===== config.mk =====
export PLATFORM = sky130hd
export DESIGN_NAME = multdiv_unit
export DESIGN_NICKNAME = d
export VERILOG_FILES = /design/src/rtl/multdiv_pkg.sv /design/src/rtl/multdiv_twos_negate.sv /design/src/rtl/multdiv_unit.sv
export SDC_FILE = /design/constraint.sdc
export NUM_CORES = 1
export LEC_CHECK = 0
export BUFFER_PORTS_ARGS = -buffer_cell sky130_fd_sc_hd__buf_2
export CAP_MARGIN = 20
export CORE_ASPECT_RATIO = 0.5
export CORE_MARGIN = 10
export CORE_UTILIZATION = 35
export DETAILED_ROUTE_END_ITERATION = 16
export PLACE_DENSITY_LB_ADDON = 0.15
export SYNTH_ARGS = -nofsm -noshare
export SYNTH_HDL_FRONTEND = slang
export SYNTH_SLANG_ARGS = --single-unit

===== constraint.sdc =====
create_clock -name clock -period 3.35 [get_ports clock]
set_input_delay 0.67 -clock clock [delete_from_list [all_inputs] [get_ports clock]]
set_output_delay 0.67 -clock clock [all_outputs]
set_load 0.005 [all_outputs]

===== src/rtl/multdiv_pkg.sv =====
// Shared types and constants for the iterative multiply/divide unit.
package multdiv_pkg;

  localparam int WIDTH = 32;
  localparam logic [WIDTH-1:0] INT_MIN = 32'h8000_0000;
  localparam int ITERS = 32;

  typedef enum logic [1:0] {
    IDLE,
    MUL_RUN,
    DIV_RUN
  } state_t;

endpackage


===== src/rtl/multdiv_twos_negate.sv =====
// Combinational two's-complement negation, used for operand magnitudes
// and for applying the result sign.
module twos_negate #(
  parameter int W = 32
) (
  input  logic [W-1:0] a,
  output logic [W-1:0] y
);

  assign y = ~a + W'(1);

endmodule


===== src/rtl/multdiv_unit.sv =====
// Iterative signed multiply/divide: radix-2 shift-add multiply and restoring
// divide on unsigned magnitudes, sign applied on the final iteration edge.
//
// state   | meaning
// IDLE    | no operation in flight, outputs hold the last delivered result
// MUL_RUN | shift-add multiply, one multiplier bit per cycle
// DIV_RUN | restoring divide, one quotient bit per cycle
module multdiv_unit #(
  parameter int WIDTH = 32
) (
  input  logic             clock,
  input  logic             reset,
  input  logic [WIDTH-1:0] data_operandA,
  input  logic [WIDTH-1:0] data_operandB,
  input  logic             ctrl_MULT,
  input  logic             ctrl_DIV,
  output logic [WIDTH-1:0] data_result,
  output logic             data_exception,
  output logic             data_resultRDY,
  output logic             busy
);
  import multdiv_pkg::state_t;
  import multdiv_pkg::IDLE;
  import multdiv_pkg::MUL_RUN;
  import multdiv_pkg::DIV_RUN;
  import multdiv_pkg::ITERS;
  import multdiv_pkg::INT_MIN;

  localparam int CNT_W = $clog2(WIDTH) + 1;

  state_t           state, state_next;
  logic [CNT_W-1:0] cnt, cnt_next;
  // acc_hi:acc_lo is the product (multiply) or remainder:quotient (divide)
  logic [WIDTH-1:0] acc_hi, acc_hi_next;
  logic [WIDTH-1:0] acc_lo, acc_lo_next;
  logic [WIDTH-1:0] op_reg, op_reg_next;
  logic             res_neg, res_neg_next;
  logic [WIDTH-1:0] result_next;
  logic             exc_next;
  logic             rdy_next;

  logic [WIDTH-1:0] neg_a, neg_b, abs_a, abs_b;
  logic [WIDTH-1:0] fix_in, fix_neg, res_fixed;
  logic [WIDTH:0]   mul_sum;
  logic [WIDTH-1:0] mul_hi, mul_lo;
  logic             mul_ovf;
  logic [WIDTH:0]   div_shift, div_diff;
  logic [WIDTH-1:0] div_rem, div_q;
  logic             div_ovf;
  logic             start_mul, start_div, is_last;

  twos_negate #(.W(WIDTH)) u_neg_a (.a(data_operandA), .y(neg_a));
  twos_negate #(.W(WIDTH)) u_neg_b (.a(data_operandB), .y(neg_b));
  twos_negate #(.W(WIDTH)) u_neg_r (.a(fix_in),        .y(fix_neg));

  assign abs_a = data_operandA[WIDTH-1] ? neg_a : data_operandA;
  assign abs_b = data_operandB[WIDTH-1] ? neg_b : data_operandB;

  assign mul_sum = {1'b0, acc_hi} + (acc_lo[0] ? {1'b0, op_reg} : '0);
  assign mul_hi  = mul_sum[WIDTH:1];
  assign mul_lo  = {mul_sum[0], acc_lo[WIDTH-1:1]};
  // A negative result may reach exactly -2^31; a positive one stops at 2^31-1.
  assign mul_ovf = res_neg ? ((|mul_hi) || (mul_lo[WIDTH-1] && (|mul_lo[WIDTH-2:0])))
                           : ((|mul_hi) || mul_lo[WIDTH-1]);

  assign div_shift = {acc_hi, acc_lo[WIDTH-1]};
  assign div_diff  = div_shift - {1'b0, op_reg};
  assign div_rem   = div_diff[WIDTH] ? div_shift[WIDTH-1:0] : div_diff[WIDTH-1:0];
  assign div_q     = {acc_lo[WIDTH-2:0], ~div_diff[WIDTH]};
  assign div_ovf   = !res_neg && (div_q == INT_MIN);

  assign fix_in    = (state == DIV_RUN) ? div_q : mul_lo;
  assign res_fixed = res_neg ? fix_neg : fix_in;

  assign start_mul = ctrl_MULT && !ctrl_DIV;
  assign start_div = ctrl_DIV && !ctrl_MULT;
  assign is_last   = (cnt == CNT_W'(ITERS - 1));
  assign busy      = (state != IDLE);

  always_comb begin
    state_next   = state;
    cnt_next     = cnt;
    acc_hi_next  = acc_hi;
    acc_lo_next  = acc_lo;
    op_reg_next  = op_reg;
    res_neg_next = res_neg;
    result_next  = data_result;
    exc_next     = data_exception;
    rdy_next     = 1'b0;

    if (start_mul) begin
      state_next   = MUL_RUN;
      cnt_next     = '0;
      acc_hi_next  = '0;
      acc_lo_next  = abs_b;
      op_reg_next  = abs_a;
      res_neg_next = data_operandA[WIDTH-1] ^ data_operandB[WIDTH-1];
    end else if (start_div) begin
      if (data_operandB == '0) begin
        state_next  = IDLE;
        result_next = '0;
        exc_next    = 1'b1;
        rdy_next    = 1'b1;
      end else begin
        state_next   = DIV_RUN;
        cnt_next     = '0;
        acc_hi_next  = '0;
        acc_lo_next  = abs_a;
        op_reg_next  = abs_b;
        res_neg_next = data_operandA[WIDTH-1] ^ data_operandB[WIDTH-1];
      end
    end else begin
      case (state)
        MUL_RUN: begin
          acc_hi_next = mul_hi;
          acc_lo_next = mul_lo;
          cnt_next    = cnt + CNT_W'(1);
          if (is_last) begin
            state_next  = IDLE;
            result_next = res_fixed;
            exc_next    = mul_ovf;
            rdy_next    = 1'b1;
          end
        end
        DIV_RUN: begin
          acc_hi_next = div_rem;
          acc_lo_next = div_q;
          cnt_next    = cnt + CNT_W'(1);
          if (is_last) begin
            state_next  = IDLE;
            result_next = res_fixed;
            exc_next    = div_ovf;
            rdy_next    = 1'b1;
          end
        end
        default: ;
      endcase
    end
  end

  always_ff @(posedge clock) begin
    if (!reset) begin
      state          <= IDLE;
      cnt            <= '0;
      acc_hi         <= '0;
      acc_lo         <= '0;
      op_reg         <= '0;
      res_neg        <= 1'b0;
      data_result    <= '0;
      data_exception <= 1'b0;
      data_resultRDY <= 1'b0;
    end else begin
      state          <= state_next;
      cnt            <= cnt_next;
      acc_hi         <= acc_hi_next;
      acc_lo         <= acc_lo_next;
      op_reg         <= op_reg_next;
      res_neg        <= res_neg_next;
      data_result    <= result_next;
      data_exception <= exc_next;
      data_resultRDY <= rdy_next;
    end
  end

endmodule


# Word-level counts from Yosys, hierarchy flattened
# Cells that the tools add are included.
# op_classes
n_addsub	6
n_eq_ne	10
mux	41
bitwise	7
n_reduce_logical	30
# op_table
operator	n
$mux 32	18
$pmux 32 s2	2
$add 32x1->32 const B	3
$not 32->32	3
$add 32x32->33	1
$sub 33x32->33	1
$eq 32x32->1 const B	1
$logic_not 32->1	1
$reduce_or 32->1	1
$reduce_or 31->1	1
$mux 6	3
$mux 1	13
$reduce_and 2->1	6
$ne 3x3->1 const B	3
$reduce_bool 3->1	3
$mux 2	4
$reduce_bool 2->1	4
$add 6x1->6 const B	1
$eq 6x5->1 const B	1
$reduce_and 5->1	1
$logic_and 1x1->1	4
$ne 2x2->1 const B	2
$reduce_and 4->1	1
$reduce_bool 4->1	1
9 further kinds	15
# word_totals
ff_bits	139
in_bits	68
output_inout_bits	35
wordCells	104

# Logic depth before layout (Yosys ltp)
# Gate-level depths: netlist (run 1).
# depth
word_depth	9
depth_mapped	15

# By module
# Synthesis (run 1) repeated with hierarchy kept, for this count alone.
# hier_totals
cells_unflattened	1851
area_unflattened_um2	13998.4
# by_module_without_submodules
module	instances	cells_per_inst	area_each_um2
multdiv_unit	1	1598	12087.8
twos_negate (u_neg_a ...)	2	83	636.9
twos_negate (u_neg_r)	1	87	636.9

# Worst setup path before layout (run 1)
# Ideal clock, no wire load.
# synth_timing
path_kind	register to register
startpoint	register acc_lo[0]
endpoint	register data_exception
setup_ns	0.127
arrival_ns	3.592
required_ns	3.223
setup_slack_ns	-0.369
path_stages_with_launch	15
n_path_buf	2
synth_period_minus_slack_ns	3.719
cell_sequence	dfxtp_1 clkbuf_1 clkbuf_1 and2_1 ha_1 fa_1 a211oi_1 o21ai_1 xor2_1 or4_1 or4_1 nor4_1 nand4_1 nor4_1 a21oi_1
# synth_via
elab_chain_len	8
word_cells_on_any_way	13
# synth_rtl
item	line_no	rtl
start: declaration	multdiv_unit.sv:35	logic [WIDTH-1:0] acc_lo, acc_lo_next;
start signal: assignment	multdiv_unit.sv:156	acc_lo <= acc_lo_next;
$mux 32	multdiv_unit.sv:59	assign mul_sum = {1'b0, acc_hi} + (acc_lo[0] ? {1'b0, op_reg} : '0);
$add 32x32->33	multdiv_unit.sv:59	
$reduce_or 32->1 / $logic_and 1x1->1 (equally long branches)	multdiv_unit.sv:63, multdiv_unit.sv:64	
$logic_or 1x1->1, on equally long branches	multdiv_unit.sv:64, multdiv_unit.sv:63	
$mux 1	multdiv_unit.sv:63	assign mul_ovf = res_neg ? ((|mul_hi) || (mul_lo[WIDTH-1] && (|mul_lo[WIDTH-2:0])))
$mux 1	multdiv_unit.sv:118	if (is_last) begin
$pmux 1 s2 (*)	multdiv_unit.sv:113	case (state)
$mux 1 (*)	multdiv_unit.sv:98	end else if (start_div) begin
end signal: assignment	multdiv_unit.sv:160	data_exception <= exc_next;
end: declaration	multdiv_unit.sv:18	output logic data_exception,
# Every way passes the cells marked *; elsewhere a longest branch is shown, timed or not. The select of a mux whose other input is x is not followed.
# A chain may end at the register's enable or synchronous reset.

# Final worst setup path (run 1)
# Same ends and word-level chain as after synthesis.

==> reports/metrics.cfg, run 1 <==
[floorplanning]
design.portCount = 103
num_rows = 49
die_y_um = 155
design.die.area_um2 = 44800
core_area_um2 = 35900
initial_utilization_pct = 35.5
die_x_um = 290

[global_route]
grt_pass1_vias = 13000
antenna_found_initial = 0
grt_start_max_net_pins = 55
wire_length_of_the_first_global_routing_pass_um = 75600
gr-total-overflow = 0
grt_usage_pct = 21.4

[clocking]
clkLatencyLatePin_ns = 0.45
numClockSinks = 139
cts-htree-levels = 4
cts-root-to-sink-buffers = 2
tritoncts = built
cts_root_buf = sky130_fd_sc_hd__clkbuf_16
cts_inserted_buffers = 17
cts.reportedPaths.clkPinSlew_ns = 0.07

[synthesis]
postSynth.asyncResetShare_pct = 0
synthDistinctLibCells = 72
synth_xor_area_share_pct = 9.64
syn_nets = 1859
netlist_instances = 1717
post-synth-top-area-cell = sky130_fd_sc_hd__dfxtp_1
yosysWarningCount = 0
synth-edff-count = 0
ys_seq_elements = 139
compound_gate_portion_of_the_synthesized_area_pct = 30.4
synth.cell_area_um2 = 12700
yosys-top-cells-area = sky130_fd_sc_hd__dfxtp_1 22%, sky130_fd_sc_hd__ha_1 7.1%, sky130_fd_sc_hd__o21ai_0 5.9%, sky130_fd_sc_hd__a21oi_1 5.6%, sky130_fd_sc_hd__xnor2_1 5.3%
yosys_most_used_dff = sky130_fd_sc_hd__dfxtp_1
synth-simple-area-share_pct = 21.1
synth_mux_area_share_pct = 4.38
synth_largest_type_area_fraction_pct = 21.9
syn_area_per_cell_um2 = 7.41
main_combinational_cell_family_by_area_after_synthesis = compound AO/OA/AOI/OAI gates
post_synthesis_share_of_cell_area_spent_on_full_adders_half_adders_and_majority_gates_pct = 7.40
synth.yosys.seq_area_share_pct = 21.9

[job]
max_cap_viol_count = 0

[placed_design]
placed_cell_area_um2 = 15400
hpwl_um = 39300
io_buffer_count = 102
place.gp.congestion = 0.910

[sta]
maxSlewHeadroom_pct = 40.0
hold_violations = 0
rsz0062_at_grt = yes
fin_tns_setup_ns = -0.0324
fmax_mhz = 296
timing_max_transition_violations_final = 0
setup_slack_ns = -0.0324
setup_viol_count_final = 1
final_period_minus_worst_setup_slack_ns = 3.38
fin_worst_hold_slack_ns = 0.446
fin_crit_sh_pct = 101
worst_clock_skew_ns = 0.0108
worstMarginPinSlew_ns = 0.897

[critical_path]
maximum_fanout_encountered_on_the_critical_timing_path = 12
worst_ep_arrival_time_ns = 3.71
path_cells = buf_6, and2_1, ha_1, a21oi_1, o211ai_1, a221oi_2, buf_4, o2111ai_1, or4_4, nor4_4, nand4_1, nor4_2, a21oi_1
timing.critical_path.mode_cell = sky130_fd_sc_hd__a21oi_1
critical_path.max_stage_delay_ns = 0.53
start_kind = register
timing.critical_path.from = acc_lo[0]
cp-end-kind = register
critical-path-top-delay-family = simple AND/OR/NAND/NOR gates
critical_path.n_buffers_inverters = 2
worstPathRequired_ns = 3.68
worstReg2RegStart = acc_lo[0]
timing.setup.critical_path_class = register to register
critical-path-slowest-cell = sky130_fd_sc_hd__or4_4

[final_layout]
n_antenna_cell = 0
post-route-cell-area_um2 = 16500
post_route_cells_drive_above_1_share_pct = 24.3
flow.area_growth_from_synthesis_pct = 29.7
num-nets-final = 2123

[routing]
firstDrtPassIters = 5
antenna_left = 0
drtIter0Drc = 1204
drc = 0
postRouteWirelength_um = 49500
viasPerCell = 5.52
via_count = 13700
wl_per_cell_um = 20.0

[pwr]
total_power_uw = 6080
comb_power_share_pct = 34.5
switching_power_of_the_nets_uw = 2170
power.share.switching_pct = 35.6
internal_power_uw = 3910
ir_drop_uv = 337
share_seq_of_total_power_pct = 30.9
power.share.clock_pct = 34.6
pwr_density_cell_nw_per_um2 = 369
p_leak_uw = 0.00700

[worst_hold_path]
holdCritPathClass = register to register
worstHoldStart = data_result[20]

[outcome]
failing_checks = negative setup slack
status = finished with violations

kinds of logic (layout without fill, tap and decap cells):
kind of cell,Yosys count,in the layout
buffers and inverters,174,450
AND/OR/NAND/NOR,543,543
multiplexers,54,54
flip-flops,139,139
adder cells (fa/ha/maj),74,74
XOR/XNOR,140,140
AO/OA/AOI/OAI,593,593
cell usage in the layout, fill, tap and decap left out, types with 11 or more instances in the layout:
| cell | synthesis | routed |
|---|---|---|
| sky130_fd_sc_hd__buf_4 | 0 | 232 |
| sky130_fd_sc_hd__clkbuf_16 | 0 | 17 |
| sky130_fd_sc_hd__a31oi_1 | 16 | 15 |
| sky130_fd_sc_hd__nor2_1 | 133 | 131 |
| sky130_fd_sc_hd__dfxtp_1 | 139 | 133 |
| sky130_fd_sc_hd__a21oi_2 | 0 | 11 |
| sky130_fd_sc_hd__a21o_1 | 34 | 34 |
| sky130_fd_sc_hd__xor2_1 | 63 | 63 |
| sky130_fd_sc_hd__mux2i_1 | 41 | 39 |
| sky130_fd_sc_hd__nor3_1 | 32 | 30 |
| sky130_fd_sc_hd__nor2b_1 | 40 | 38 |
| sky130_fd_sc_hd__mux2_2 | 13 | 13 |
| sky130_fd_sc_hd__ha_1 | 72 | 61 |
| sky130_fd_sc_hd__xnor2_1 | 77 | 76 |
| sky130_fd_sc_hd__inv_1 | 72 | 72 |
| sky130_fd_sc_hd__nand4_1 | 17 | 17 |
| sky130_fd_sc_hd__nand2_1 | 155 | 155 |
| sky130_fd_sc_hd__o31ai_1 | 31 | 27 |
| sky130_fd_sc_hd__o21a_1 | 19 | 19 |
| sky130_fd_sc_hd__and2_1 | 41 | 37 |
| sky130_fd_sc_hd__buf_2 | 5 | 103 |
| sky130_fd_sc_hd__nand3_1 | 35 | 35 |
| sky130_fd_sc_hd__a211oi_1 | 61 | 57 |
| sky130_fd_sc_hd__o211ai_1 | 19 | 19 |
| sky130_fd_sc_hd__o21ai_0 | 150 | 144 |
| sky130_fd_sc_hd__a21oi_1 | 143 | 132 |
| sky130_fd_sc_hd__nor4_1 | 17 | 13 |
| sky130_fd_sc_hd__o211a_1 | 12 | 12 |
synthesized netlist by cell type (all sizes together) (7+ instances only):
cell type,number
inv,72
nor4,18
and2,43
or2,9
o31ai,32
nand3,35
o211a,12
o21a,19
clkbuf,89
a211oi,61
and4,7
or4,11
nor2,133
a22o,10
o21ai,152
xnor2,77
or3,12
nand4,17
a21o,34
dfxtp,139
mux2i,41
nand2,155
o41ai,13
nor3,32
mux2,13
o211ai,19
buf,13
ha,72
a31oi,16
a21oi,143
nor2b,40
a22oi,9
a221o,9
xor2,63
path summary, 6_finish.rpt:
path	slack, ns	cells after the start	end
hold / removal	0.45	2	data_result[20]
hold reg to reg	0.45	2	data_result[20]
setup reg to reg	-0.03	13	data_exception
setup / recovery	-0.03	13	data_exception
what timing repair did:
item	in CTS	in global routing
hold buffers	0	0
hold endpoints to repair	0	0
setup endpoints to repair	11	51
buffers inserted	1	9
pin swaps	11	30
resized for setup	19	67
gates cloned	0	1
worst register-to-register path, cell delays in order (launching register included):
cell                        delay, ns
sky130_fd_sc_hd__dfxtp_4         0.36
sky130_fd_sc_hd__buf_6           0.14
sky130_fd_sc_hd__and2_1          0.17
sky130_fd_sc_hd__ha_1            0.31
sky130_fd_sc_hd__a21oi_1         0.23
sky130_fd_sc_hd__o211ai_1        0.17
sky130_fd_sc_hd__a221oi_2        0.32
sky130_fd_sc_hd__buf_4           0.17
sky130_fd_sc_hd__o2111ai_1       0.13
sky130_fd_sc_hd__or4_4           0.53
sky130_fd_sc_hd__nor4_4          0.17
sky130_fd_sc_hd__nand4_1         0.18
sky130_fd_sc_hd__nor4_2          0.28
sky130_fd_sc_hd__a21oi_1         0.10
routing by layer:
| layer | vias up | global-route usage (%) | wire, um | part of all wire (%) |
|---|---|---|---|---|
| met5 | - | 0 | 0 | 0 |
| met4 | 0 | 4.77 | 605 | 1.2 |
| met3 | 36 | 3.20 | 2630 | 5.3 |
| met2 | 340 | 34.5 | 22600 | 46 |
| met1 | 6472 | 29.6 | 23700 | 48 |
| li1 | 6837 | - | - | - |
power groups by stage:
| stage | logic (uW) | clock network, uW | registers, uW |
|---|---|---|---|
| after CTS | 2000 | 2130 | 1870 |
| after floorplan | 1220 | 0 | 1850 |
| after global routing | 2280 | 2200 | 1890 |
| final | 2100 | 2100 | 1880 |
| after global placement | 1970 | 0 | 1910 |
| after detailed placement | 1970 | 0 | 1910 |
cell type report:
cell class                      count  area [um^2]
Fill cell                        3619        19400
Multi-Input combinational cell   1404         9720
Sequential cell                   139         2790
Timing Repair Buffer              347         2470
Tap cell                          484          606
Clock buffer                       19          443
Inverter                           72          270
Clock inverter                     12          186
per-stage QoR:
stage | cells | utilization, % | setup slack [ns]
2_1_floorplan | 1717 | - | 0.0129
3_3_place_gp | 2435 | 42.9 | -0.0704
3_5_place_dp | 2435 | 42.9 | -0.140
4_1_cts | 2467 | 44.9 | -0.0227
5_1_grt | 2477 | 46.0 | -0.134
6_report | 2477 | 46.0 | -0.0324
(Power assumes the default switching activity.)
==> run 2: changes to the inputs <==
CTS_CLUSTER_SIZE = 28   (was unset)
RECOVER_POWER = 50   (was unset)
==> run 2 against run 1 <==
  * The flow still finishes with violations (negative setup slack)
  * Clock-buffer cell count stayed put
  * Die area is the same
  * Register-to-register slack about the same
  * Utilization down 0.23 points
  * Maximum frequency rose by 0.28%
  * Power is 0.25% lower
  * Worst hold slack improved by 0.0038 ns
  * Sequential share of layout area up 0.085 points
  * Cell area down 0.50%
  * Non-clock buffer count unchanged
  * Combinational power barely moved
  * Cell count unchanged
  * Critical path type unchanged
  * Critical endpoint unchanged
  * Largest power group is now clock
==> reports/metrics.cfg, run 2 (synthesis gave the netlist of run 1 again) <==
[critical_path]
critical_path.max_stage_delay_ns = 0.49  ; -0.04 ns
critical_path.n_buffers_inverters = 0  ; -2
timing.rr.end = data_exception
rr_worst_depth = 12  ; -1
start_kind = register
worstReg2RegStart = acc_lo[0]
worst_ep_arrival_time_ns = 3.70  ; about the same
timing.setup.critical_path_class = register to register
path_cells = and2_4, ha_4, fa_2, a211oi_4, nor2_1, xor2_1, or4_1, or4_4, nor4_4, nand4_1, nor4_2, a21oi_1
cp-end-kind = register
worstPathRequired_ns = 3.67  ; about the same
critical-path-top-delay-family = simple AND/OR/NAND/NOR gates
critical-path-slowest-cell = sky130_fd_sc_hd__or4_1
timing.critical_path.depth = 12  ; -1
maximum_fanout_encountered_on_the_critical_timing_path = 5  ; -7
ff2ff_setup_slack_ns = -0.02  ; about the same

[final_layout]
most_frequent_standard_cell_in_the_layout_excluding_fill_and_tap_cells = sky130_fd_sc_hd__buf_4
post_route_cells_drive_above_1_share_pct = 22.8  ; -1.5 points
num-nets-final = 2123  ; unchanged
flow.area_growth_from_synthesis_pct = 29.0
finalCoreUtilization_pct = 45.8  ; -0.23 points
layout.cells.most_common_list = 224 x sky130_fd_sc_hd__buf_4, 155 x sky130_fd_sc_hd__nand2_1, 145 x sky130_fd_sc_hd__o21ai_0, 133 x sky130_fd_sc_hd__dfxtp_1, 132 x sky130_fd_sc_hd__a21oi_1
final.fill_count = 3637  ; +0.50%
n_antenna_cell = 0  ; unchanged
layoutNonFillerInstCount = 2477  ; unchanged

[sta]
fin_crit_sh_pct = 101  ; -0.28 points
timing_max_transition_violations_final = 0  ; unchanged
hold_violations = 0  ; unchanged
setup_slack_ns = -0.0228  ; +0.00953 ns
worst_clock_skew_ns = 0.00897  ; -0.00184 ns
setup_viol_count_final = 1  ; unchanged
rsz0062_at_grt = yes
final_period_minus_worst_setup_slack_ns = 3.37  ; -0.00953 ns
worstMarginPinSlew_ns = 0.888  ; -0.00915 ns
fmax_mhz = 296  ; +0.28%
maxSlewHeadroom_pct = 40.6  ; +0.61 points

[clocking]
clkLatencyLatePin_ns = 0.45  ; about the same
cts-hold-fix-buffers = 0  ; unchanged
numClockSinks = 139  ; unchanged
cts.reportedPaths.clkPinSlew_ns = 0.06  ; about the same
cts-root-to-sink-buffers = 2  ; unchanged
cts_inserted_buffers = 17  ; unchanged
cts-htree-levels = 4  ; unchanged
cts_root_buf = sky130_fd_sc_hd__clkbuf_16
tritoncts = built

[job]
max_cap_viol_count = 0  ; unchanged

[floorplanning]
die_y_um = 155  ; unchanged
core_area_um2 = 35900  ; unchanged
num_rows = 49  ; unchanged
design.portCount = 103  ; unchanged
design.die.area_um2 = 44800  ; unchanged
die_x_um = 290  ; unchanged
initial_utilization_pct = 35.5  ; unchanged

[routing]
wl_per_cell_um = 20.0  ; about the same
routed-wl-met3_um = 2680  ; +2.1%
via_count = 13700  ; +0.058%
firstDrtPassIters = 5  ; unchanged
met1Wirelength_um = 23700  ; -0.33%
top_layer_used = met4
drtIter0Drc = 1322  ; +9.8%
drc = 0  ; unchanged
viasPerCell = 5.53  ; about the same
detailroute.wirelength.met2_um = 22600  ; about the same
antenna_left = 0  ; unchanged
postRouteWirelength_um = 49500  ; about the same

[placed_design]
post-place-cells = 2435  ; unchanged
place.gp.congestion = 0.910  ; unchanged
io_buffer_count = 102  ; unchanged
hpwl_um = 39300  ; unchanged

[worst_hold_path]
timing.hold.worst_endpoint = data_result[17]
holdCritPathClass = register to register
whs_path_depth = 2  ; unchanged
worstHoldStart = data_result[17]

[pwr]
p_leak_uw = 0.00688  ; -1.8%
switching_power_of_the_nets_uw = 2160  ; -0.13%
pwr_density_cell_nw_per_um2 = 370  ; +0.26%
internal_power_uw = 3900  ; -0.31%
power.share.switching_pct = 35.7  ; +0.043 points
power.share.clock_pct = 34.7  ; about the same
comb_power_share_pct = 34.3  ; -0.2 points
total_power_uw = 6070  ; -0.25%
ir_drop_uv = 333  ; -0.98%
share_seq_of_total_power_pct = 31.0  ; about the same

[global_route]
grt_start_max_net_pins = 55  ; unchanged
gr-total-overflow = 0  ; unchanged
grt_pass1_vias = 13000  ; unchanged
antenna_found_initial = 0  ; unchanged
wire_length_of_the_first_global_routing_pass_um = 75600  ; unchanged
grt_usage_pct = 21.4  ; unchanged

[outcome]
status = finished with violations
failing_checks = negative setup slack

run 2: cell count changes in the layout (fill, tap and decap cells not counted), moves of 2 or more:
cell / change
sky130_fd_sc_hd__buf_4: -8
sky130_fd_sc_hd__clkbuf_1: +28
sky130_fd_sc_hd__clkbuf_2: +2
sky130_fd_sc_hd__buf_2: -22
run 2: worst register-to-register path: cells and delay by family, from the launching register on:
kind | cells | cell delay (ns)
XOR/XNOR | 1 | 0.16
AO/OA/AOI/OAI | 2 | 0.38
adder cells (fa/ha/maj) | 2 | 0.55
flip-flops | 1 | 0.36
AND/OR/NAND/NOR | 7 | 1.80
run 2: layout make-up:
cell class / instances / area (um^2) / area share [%]
repair buffers: 347 / 2400 / 14.6
inverters: 72 / 270 / 1.65
flip-flops and latches: 139 / 2790 / 17.0
clock inverters: 12 / 186 / 1.14
clock buffers: 19 / 443 / 2.70
multi-input cells: 1404 / 9710 / 59.2
well taps: 484 / 606 / 3.69
run 2: power groups by stage:
stage                     Clock [uW]  Sequential, uW  Combinational (uW)
after CTS                       2130            1870                2000
after floorplan                    0            1850                1220
after global placement             0            1910                1970
final                           2100            1880                2080
after global routing            2200            1890                2270
after detailed placement           0            1910                1970
run 2: worst max-delay path by stage:
stage / slack (ns) / endpoint / start
global route: -0.13 / acc_hi[29] / acc_lo[0]
floorplan: 0.01 / data_exception / acc_lo[0]
global placement: -0.07 / data_exception / acc_lo[0]
CTS: -0.02 / data_exception / acc_lo[0]
finish: -0.02 / data_exception / acc_lo[0]
detailed placement: -0.14 / data_exception / acc_lo[0]
run 2: stage by stage:
| stage | hold WS [ns] | setup slack, ns | cell area [um^2] | TNS (ns) |
|---|---|---|---|---|
| floorplan | 0.449 | 0.0129 | 12800 | 0 |
| global placement | 0.432 | -0.0704 | 15400 | -1.96 |
| detailed placement | 0.437 | -0.140 | 15400 | -2.65 |
| CTS | 0.452 | -0.0227 | 16100 | -0.0227 |
| global route | 0.479 | -0.134 | 16400 | -1.10 |
| finish | 0.450 | -0.0228 | 16400 | -0.0228 |
run 2: timing repair:
| action | 4_1_cts | 5_1_grt |
|---|---|---|
| buffers inserted | 1 | 9 |
| hold endpoints to repair | 0 | 0 |
| resized for setup | 19 | 67 |
| pin swaps | 11 | 30 |
| setup endpoints to repair | 11 | 51 |
| cloned | 0 | 1 |
run 2: per-layer routing:
metal	vias up	global-route usage, %
met5	-	0
met4	0	4.77
met3	38	3.20
met2	329	34.5
met1	6483	29.6
li1	6843	-
